`config.mk`:
```
export PLATFORM = sky130hd
export DESIGN_NAME = ecc_scalar_mul
export DESIGN_NICKNAME = d
export VERILOG_FILES = /design/src/rtl/ecc_scalar_mul.sv
export SDC_FILE = /design/constraint.sdc
export NUM_CORES = 2
export LEC_CHECK = 0
export BUFFER_PORTS_ARGS = -buffer_cell sky130_fd_sc_hd__buf_2
export CORE_ASPECT_RATIO = 0.9
export CORE_MARGIN = 2
export CORE_UTILIZATION = 39
export DETAILED_ROUTE_END_ITERATION = 8
export GPL_ROUTABILITY_DRIVEN = 0
export SLEW_MARGIN = 20
export SYNTH_ARGS = -nofsm -noshare
export SYNTH_HDL_FRONTEND = slang
export SYNTH_SLANG_ARGS = --single-unit
```
`constraint.sdc`:
```
create_clock -name clk -period 6.77 [get_ports clk]
set_clock_uncertainty 0.05 [all_clocks]
set_input_delay 0.677 -clock clk [delete_from_list [all_inputs] [get_ports clk]]
set_output_delay 0.677 -clock clk [all_outputs]
set_load 0.01 [all_outputs]
```
`src/rtl/ecc_scalar_mul.sv`:
```
// Left-to-right double-and-add scalar multiplier that sequences an external
// point add/double unit. Degenerate cases (infinity, P+(-P), P+P) are resolved here.
module ecc_scalar_mul #(
  parameter int KW = 64,
  parameter int PW = 129
) (
  input  logic          clk,
  input  logic          rst_n,
  input  logic          start,
  input  logic [KW-1:0] k,
  input  logic [PW-1:0] g,
  output logic          busy,
  output logic          done,
  output logic [PW-1:0] result,
  output logic          ad_enable,
  output logic [1:0]    ad_op,
  output logic [PW-1:0] ad_p,
  output logic [PW-1:0] ad_q,
  input  logic          ad_done,
  input  logic [PW-1:0] ad_T
);

  localparam int IW = (KW > 1) ? $clog2(KW) : 1;
  localparam int CW = (PW - 1) / 2;
  localparam logic [PW-1:0] INF = {1'b1, {(PW-1){1'b0}}};
  localparam logic [1:0] OP_ADD = 2'b00;
  localparam logic [1:0] OP_DBL = 2'b10;

  typedef enum logic [2:0] {
    IDLE, SCAN, DBL_ISSUE, DBL_WAIT, ADD_ISSUE, ADD_WAIT, NEXT, FIN
  } state_t;

  state_t        state_reg, state_next;
  logic [IW-1:0] idx_reg, idx_next;
  logic [KW-1:0] k_reg, k_next;
  logic [PW-1:0] g_reg, g_next;
  logic [PW-1:0] r_reg, r_next;
  logic [PW-1:0] result_reg, result_next;
  logic          busy_reg, busy_next;
  logic          done_reg, done_next;
  logic          ad_enable_reg, ad_enable_next;
  logic [1:0]    ad_op_reg, ad_op_next;
  logic [PW-1:0] ad_p_reg, ad_p_next;
  logic [PW-1:0] ad_q_reg, ad_q_next;

  logic r_is_inf, r_y_zero, r_x_eq_g, r_y_eq_g;

  assign r_is_inf = r_reg[PW-1];
  assign r_y_zero = (r_reg[PW-2:CW] == '0);
  assign r_x_eq_g = (r_reg[CW-1:0] == g_reg[CW-1:0]);
  assign r_y_eq_g = (r_reg[PW-2:CW] == g_reg[PW-2:CW]);

  always_ff @(posedge clk or negedge rst_n) begin
    if (!rst_n) begin
      state_reg     <= IDLE;
      idx_reg       <= '0;
      k_reg         <= '0;
      g_reg         <= '0;
      r_reg         <= '0;
      result_reg    <= '0;
      busy_reg      <= 1'b0;
      done_reg      <= 1'b0;
      ad_enable_reg <= 1'b0;
      ad_op_reg     <= '0;
      ad_p_reg      <= '0;
      ad_q_reg      <= '0;
    end else begin
      state_reg     <= state_next;
      idx_reg       <= idx_next;
      k_reg         <= k_next;
      g_reg         <= g_next;
      r_reg         <= r_next;
      result_reg    <= result_next;
      busy_reg      <= busy_next;
      done_reg      <= done_next;
      ad_enable_reg <= ad_enable_next;
      ad_op_reg     <= ad_op_next;
      ad_p_reg      <= ad_p_next;
      ad_q_reg      <= ad_q_next;
    end
  end

  always_comb begin
    state_next     = state_reg;
    idx_next       = idx_reg;
    k_next         = k_reg;
    g_next         = g_reg;
    r_next         = r_reg;
    result_next    = result_reg;
    busy_next      = busy_reg;
    done_next      = 1'b0;
    ad_enable_next = 1'b0;
    ad_op_next     = ad_op_reg;
    ad_p_next      = ad_p_reg;
    ad_q_next      = ad_q_reg;

    case (state_reg)
      IDLE: begin
        if (start) begin
          k_next    = k;
          g_next    = g;
          busy_next = 1'b1;
          if (k == '0 || g[PW-1]) begin
            result_next = INF;
            state_next  = FIN;
          end else begin
            idx_next   = IW'(KW - 1);
            state_next = SCAN;
          end
        end
      end

      SCAN: begin
        if (k_reg[idx_reg]) begin
          r_next = g_reg;
          if (idx_reg == '0) begin
            result_next = g_reg;
            state_next  = FIN;
          end else begin
            idx_next   = idx_reg - 1'b1;
            state_next = DBL_ISSUE;
          end
        end else if (idx_reg == '0) begin
          // Unreachable for a nonzero scalar; fail safe to infinity.
          result_next = INF;
          state_next  = FIN;
        end else begin
          idx_next = idx_reg - 1'b1;
        end
      end

      DBL_ISSUE: begin
        // Doubling infinity or a point with y = 0 yields infinity.
        if (r_is_inf || r_y_zero) begin
          r_next     = INF;
          state_next = k_reg[idx_reg] ? ADD_ISSUE : NEXT;
        end else begin
          ad_enable_next = 1'b1;
          ad_op_next     = OP_DBL;
          ad_p_next      = r_reg;
          ad_q_next      = r_reg;
          state_next     = DBL_WAIT;
        end
      end

      DBL_WAIT: begin
        if (ad_done) begin
          r_next     = ad_T;
          state_next = k_reg[idx_reg] ? ADD_ISSUE : NEXT;
        end
      end

      ADD_ISSUE: begin
        if (r_is_inf) begin
          r_next     = g_reg;
          state_next = NEXT;
        end else if (r_x_eq_g && r_y_eq_g) begin
          ad_enable_next = 1'b1;
          ad_op_next     = OP_DBL;
          ad_p_next      = g_reg;
          ad_q_next      = g_reg;
          state_next     = ADD_WAIT;
        end else if (r_x_eq_g) begin
          r_next     = INF;
          state_next = NEXT;
        end else begin
          ad_enable_next = 1'b1;
          ad_op_next     = OP_ADD;
          ad_p_next      = r_reg;
          ad_q_next      = g_reg;
          state_next     = ADD_WAIT;
        end
      end

      ADD_WAIT: begin
        if (ad_done) begin
          r_next     = ad_T;
          state_next = NEXT;
        end
      end

      NEXT: begin
        if (idx_reg == '0) begin
          result_next = r_reg;
          state_next  = FIN;
        end else begin
          idx_next   = idx_reg - 1'b1;
          state_next = DBL_ISSUE;
        end
      end

      FIN: begin
        done_next  = 1'b1;
        busy_next  = 1'b0;
        state_next = IDLE;
      end

      default: state_next = IDLE;
    endcase
  end

  assign busy      = busy_reg;
  assign done      = done_reg;
  assign result    = result_reg;
  assign ad_enable = ad_enable_reg;
  assign ad_op     = ad_op_reg;
  assign ad_p      = ad_p_reg;
  assign ad_q      = ad_q_reg;

endmodule

```
After elaboration in Yosys (flattened, before gate mapping). Index checks and enable logic that the tools add are counted.

Add/sub/neg operators: 1. $mul: 0. Divide/modulo/power cells: 0. $lt $le $gt $ge: 1. Equality and inequality tests: 26. Shift-type cells: 0. Mux-type cells: 55. Bitwise gates (word level): 0. Reductions and logical operators: 22.

Operators by type and width (number): $mux W129 (19); $pmux W129 S2 (2); $pmux W129 S4 (1); $pmux W129 S3 (1); $eq A64 B64 Y1 (2); $logic_not A64 Y1 (2); $mux W3 (8); $ne A2 B2 Y1 const B (12); $pmux W3 S8 (1); $mux W6 (3); $mux W2 (8); $reduce_and A4 Y1 (4); $eq A3 B3 Y1 const B (4); $ne A3 B3 Y1 const B (4); $pmux W6 S2 (1); $lt A6 B7 Y1 const B (1); $mux W1 (7); $bmux W1 S6 (1); $eq A3 B2 Y1 const B (2); $logic_not A6 Y1 (1); $reduce_and A6 Y1 (1); $reduce_bool A2 Y1 (3); $sub A6 B1 Y6 const B (1); $reduce_and A5 Y1 (1); other kinds (11) (15).

Bits in registers: 723. Latch bits: 0. RAM bits: 0. ROM bits: 0. Memories kept: 0.

Longest topological paths before layout.
Depth after elaboration: 5. Gate-level depth with buffers: 12.

Worst setup path after synthesis. Ideal clock, no wire load.

Path kind: flip-flop to flip-flop. Start point: register idx_reg[0]. End point: register result_reg[108], in the netlist result[108]. Library setup time: 0.137 ns. Data arrival time: 2.694 ns. Setup slack: 3.889 ns. Stages on the path, launching flop included: 12. Period minus slack after synthesis: 2.881 ns. Cells stage by stage: dfrtp_1 > buf_2 > buf_4 > inv_1 > ha_1 > nand2_1 > nor3_1 > nand2_1 > o221ai_1 > clkbuf_1 > clkbuf_1 > a21oi_1.

Cells in the longest elaborated chain, start to end: 4. Elaborated cells between the ends (all ways): 8.

RTL lines: start: declaration (line 34) `logic [IW-1:0] idx_reg, idx_next;`; start signal: assignment (line 69) `idx_reg <= idx_next;`; $bmux W1 S6 (line 114) `if (k_reg[idx_reg]) begin`; $mux W1 (implied by the code) (line 114); $mux W129 (line 114); $pmux W129 S3 (line 97) `case (state_reg)`; end signal: assignment (line 73) `result_reg <= result_next;`; end: declaration (line 38) `logic [PW-1:0] result_reg, result_next;`.

Several ways; a longest one is shown, not always the timed one. The select of a mux whose other input is x is not followed. A chain may end at the register's enable or synchronous reset.

Final worst setup path.
Start point: register r_reg[85]. End point: register ad_q_reg[14], in the netlist ad_q[14].

Cells in the longest elaborated chain, start to end: 5. Elaborated cells between the ends (all ways): 10.

RTL lines: start: declaration (line 37) `logic [PW-1:0] r_reg, r_next;`; start signal: assignment (line 72) `r_reg <= r_next;`; $eq A64 B64 Y1 (line 51) `assign r_y_eq_g = (r_reg[PW-2:CW] == g_reg[PW-2:CW]);`; $logic_and A1 B1 Y1 (line 157) `end else if (r_x_eq_g && r_y_eq_g) begin`; $mux W129 (line 157); $mux W129 (line 154) `if (r_is_inf) begin`; $pmux W129 S2 (line 97); end signal: assignment (line 79) `ad_q_reg <= ad_q_next;`; end: declaration (line 44) `logic [PW-1:0] ad_q_reg, ad_q_next;`.

Several ways; a longest one is shown, not always the timed one. The select of a mux whose other input is x is not followed.

==> impl_metrics.py <==
metrics = {
    "global_routing": {
        "grt_max_degree": 158,
        "grt_util_all_layers_pct": 29.5,
        "grt_overflow": 0,
        "antenna_found_initial": 30,
        "grt_pass1_vias": 27100,
        "grt_pass1_wl_um": 189000,
    },
    "detailed_routing": {
        "drt_iter0_markers": 2571,
        "firstDrtPassIters": 5,
        "vias": 28000,
        "wl_um": 130000,
        "routedWlPerCell_um": 26.2,
        "drcViolationCount": 0,
        "viasPerCell": 5.61,
        "drtAntennaViolNets": 0,
    },
    "floorplan": {
        "die_w_um": 310,
        "rows": 101,
        "start_util_pct": 39.2,
        "io_pins": 718,
        "core_area_um2": 84000,
        "dieArea_um2": 86800,
        "die_height_um": 280,
    },
    "power_and_ir_drop": {
        "powerDensity_nw_per_um2": 550,
        "p_int_uw": 12700,
        "p_leak_uw": 0.0192,
        "power_uw": 22100,
        "swShare_pct": 42.4,
        "p_switching_uw": 9370,
        "p_clk_share_pct": 20.4,
        "power_frac_comb_pct": 42.4,
        "vdd_drop_max_uv": 288,
        "power_frac_seq_pct": 37.1,
    },
    "yosys": {
        "syn_inst": 3176,
        "ys_warn_count": 0,
        "synth_edf_count": 0,
        "synth_top_area_cell": "dfrtp_1",
        "ys_async_sr_fraction_pct": 100,
        "synth_top_area_share_pct": 54.9,
        "synth_ff_type": "dfrtp_1",
        "ys_ff_latch": 722,
        "synth_nets": 3503,
        "ys_top_cells_by_area": "dfrtp_1 (55%), nand2_1 (9.7%), mux2_1 (5.3%), mux2_4 (4.6%), a22o_1 (3.4%)",
        "ys_types": 53,
        "netlist_area_um2": 32900,
        "synth.avg_cell_area_um2": 10.4,
        "ys_seq_area_share_pct": 54.9,
    },
    "clock_network": {
        "htreeDepth": 3,
        "tritoncts": "yes",
        "worstSkewPairLatency_ns": 0.65,
        "clk_pin_slew_ns": 0.06,
        "cts-resized-gates": 0,
        "cts_buffer_depth": 3,
        "postCtsHoldBufs": 0,
        "cts_num_sinks": 722,
        "post-cts-setup-buffer-count": 0,
        "clock-root-buffer": "clkbuf_16",
        "cts_buffers": 79,
    },
    "layout": {
        "final_cell_area_um2": 40100,
        "drive_above_1_share_pct": 26.3,
        "multiInputGateArea_um2": 13900,
        "final_cell_mix": "nand2_1 (848), dfrtp_1 (722), buf_2 (715)",
        "syn2layout_area_growth_pct": 21.9,
        "layout.nets": 4097,
        "layout_commonest_cell": "nand2_1",
        "nFillCells": 7899,
        "regArea_um2": 18100,
    },
    "placement": {
        "portBuffers": 716,
        "dp_hpwl_um": 86200,
        "placed_area_um2": 37400,
    },
    "critical_path": {
        "crit_fanout": 74,
        "crit_end": "ad_q[14]$_DFFE_PN0P_",
        "reg2reg_depth": 10,
        "cp.required_ns": 7.20,
        "path_class": "reg -> reg",
        "rr_startpoint": "r_reg[85]$_DFFE_PN0P_",
        "arrival_ns": 5.44,
        "cp-start-kind": "flop",
        "end_kind": "flop",
        "rr_endpoint": "ad_q[14]$_DFFE_PN0P_",
        "rrSetupSlack_ns": 1.76,
        "crit_start": "r_reg[85]$_DFFE_PN0P_",
    },
    "run": {
        "drv_cap": 0,
    },
    "sta": {
        "max_freq_mhz": 200,
        "finalSetupTns_ns": 0,
        "period_minus_slack_ns": 5.01,
        "finalMaxSlewViolations": 0,
        "slew_headroom_pct": 26.4,
        "tightest_slew_ns": 1.10,
        "rsz0062_at_grt": "false",
        "period_share_pct": 74.0,
        "hold_viol_final": 0,
        "setup_viol": 0,
    },
    "worst_hold_path": {
        "hp-class": "in -> async",
    },
    "outcome": {
        "status": "complete, no violations",
    },
}
-- kinds of logic after synthesis --
| logic type | synth area share, % |
|---|---|
| AO/OA/AOI/OAI | 11.8 |
| XOR/XNOR | 3.41 |
| adder cells (fa/ha/maj) | 0.0380 |
| buffers and inverters | 3.31 |
| flip-flops | 54.9 |
| multiplexers | 11.2 |
| other | 0.0114 |
| AND/OR/NAND/NOR | 15.4 |
-- per-stage QoR --
| step | setup WS, ns | utilization, % | hold WS (ns) | instances |
|---|---|---|---|---|
| global route | 1.52 | 47.8 | 0.153 | 4977 |
| detailed placement | 1.53 | 44.5 | 0.408 | 4822 |
| global placement | 1.62 | 44.5 | 0.405 | 4822 |
| CTS | 1.53 | 47.7 | 0.0961 | 4960 |
| finish | 1.76 | 47.8 | 0.0765 | 4981 |
| floorplan | 3.89 | - | 0.331 | 3176 |
-- critical path, cell delays in order (launching register included) --
cell and delay, ns:
dfrtp_1 0.49, xnor2_1 0.52, nand4_1 0.26, nor4_1 0.58
nand4_1 0.55, a211oi_4 0.48, nor2_4 0.10, buf_12 0.20
inv_6 0.59, buf_4 0.77, a31oi_1 0.17
-- cell type report --
| cell class | instances | share of cell area (%) |
|---|---|---|
| sequential | 722 | 45.0 |
| timing repair buffer | 751 | 10.0 |
| antenna | 21 | 0.131 |
| clock buffer | 116 | 5.83 |
| clock inverter | 22 | 0.820 |
| multi-input combinational | 2206 | 34.6 |
| tap | 1133 | 3.53 |
| inverter | 10 | 0.106 |
-- worst min path at each step --
stage	endpoint	slack, ns	cells past startpoint
2_1_floorplan	ad_enable$_DFF_PN0_	0.33	0
3_3_place_gp	k_reg[55]$_DFFE_PN0P_	0.41	2
3_5_place_dp	k_reg[0]$_DFFE_PN0P_	0.41	2
4_1_cts	r_reg[70]$_DFFE_PN0P_	0.1	1
5_1_grt	ad_q[105]$_DFFE_PN0P_	0.15	1
6_report	g_reg[94]$_DFFE_PN0P_	0.08	1
-- power groups by stage --
stage / clock network, uW / registers, uW / logic, uW
2_1_floorplan: 0 / 8060 / 5490
3_3_place_gp: 0 / 8170 / 9270
3_5_place_dp: 0 / 8220 / 9370
4_1_cts: 4590 / 8160 / 9410
5_1_grt: 4760 / 8430 / 10100
6_report: 4520 / 8200 / 9380
-- cells in the mapped netlist (5+ instances only) --
library cell  count
a21oi_1         140
a22o_1          128
a22oi_1         130
a31oi_1         131
buf_2            33
buf_6            14
clkbuf_1        187
dfrtp_1         722
inv_1             9
mux2_1          156
mux2_4          100
mux2i_1           6
mux4_2           16
nand2_1         849
nand2b_1          5
nand3_1           6
nand4_1          29
nor2_1          143
nor2b_1           5
nor3_1          133
nor4_1           54
o21ai_0           8
xnor2_1          64
xor2_1           64
-- layer usage --
layer | up-vias | global-route usage, % | wire (um)
met2 | 1288 | 46.7 | 61200
met3 | 248 | 6.63 | 10800
met4 | 14 | 12.7 | 5560
met1 | 14100 | 38.7 | 52700
met5 | - | 0 | 98
li1 | 12300 | - | -
Note: power is estimated with default switching activity, not from simulation.
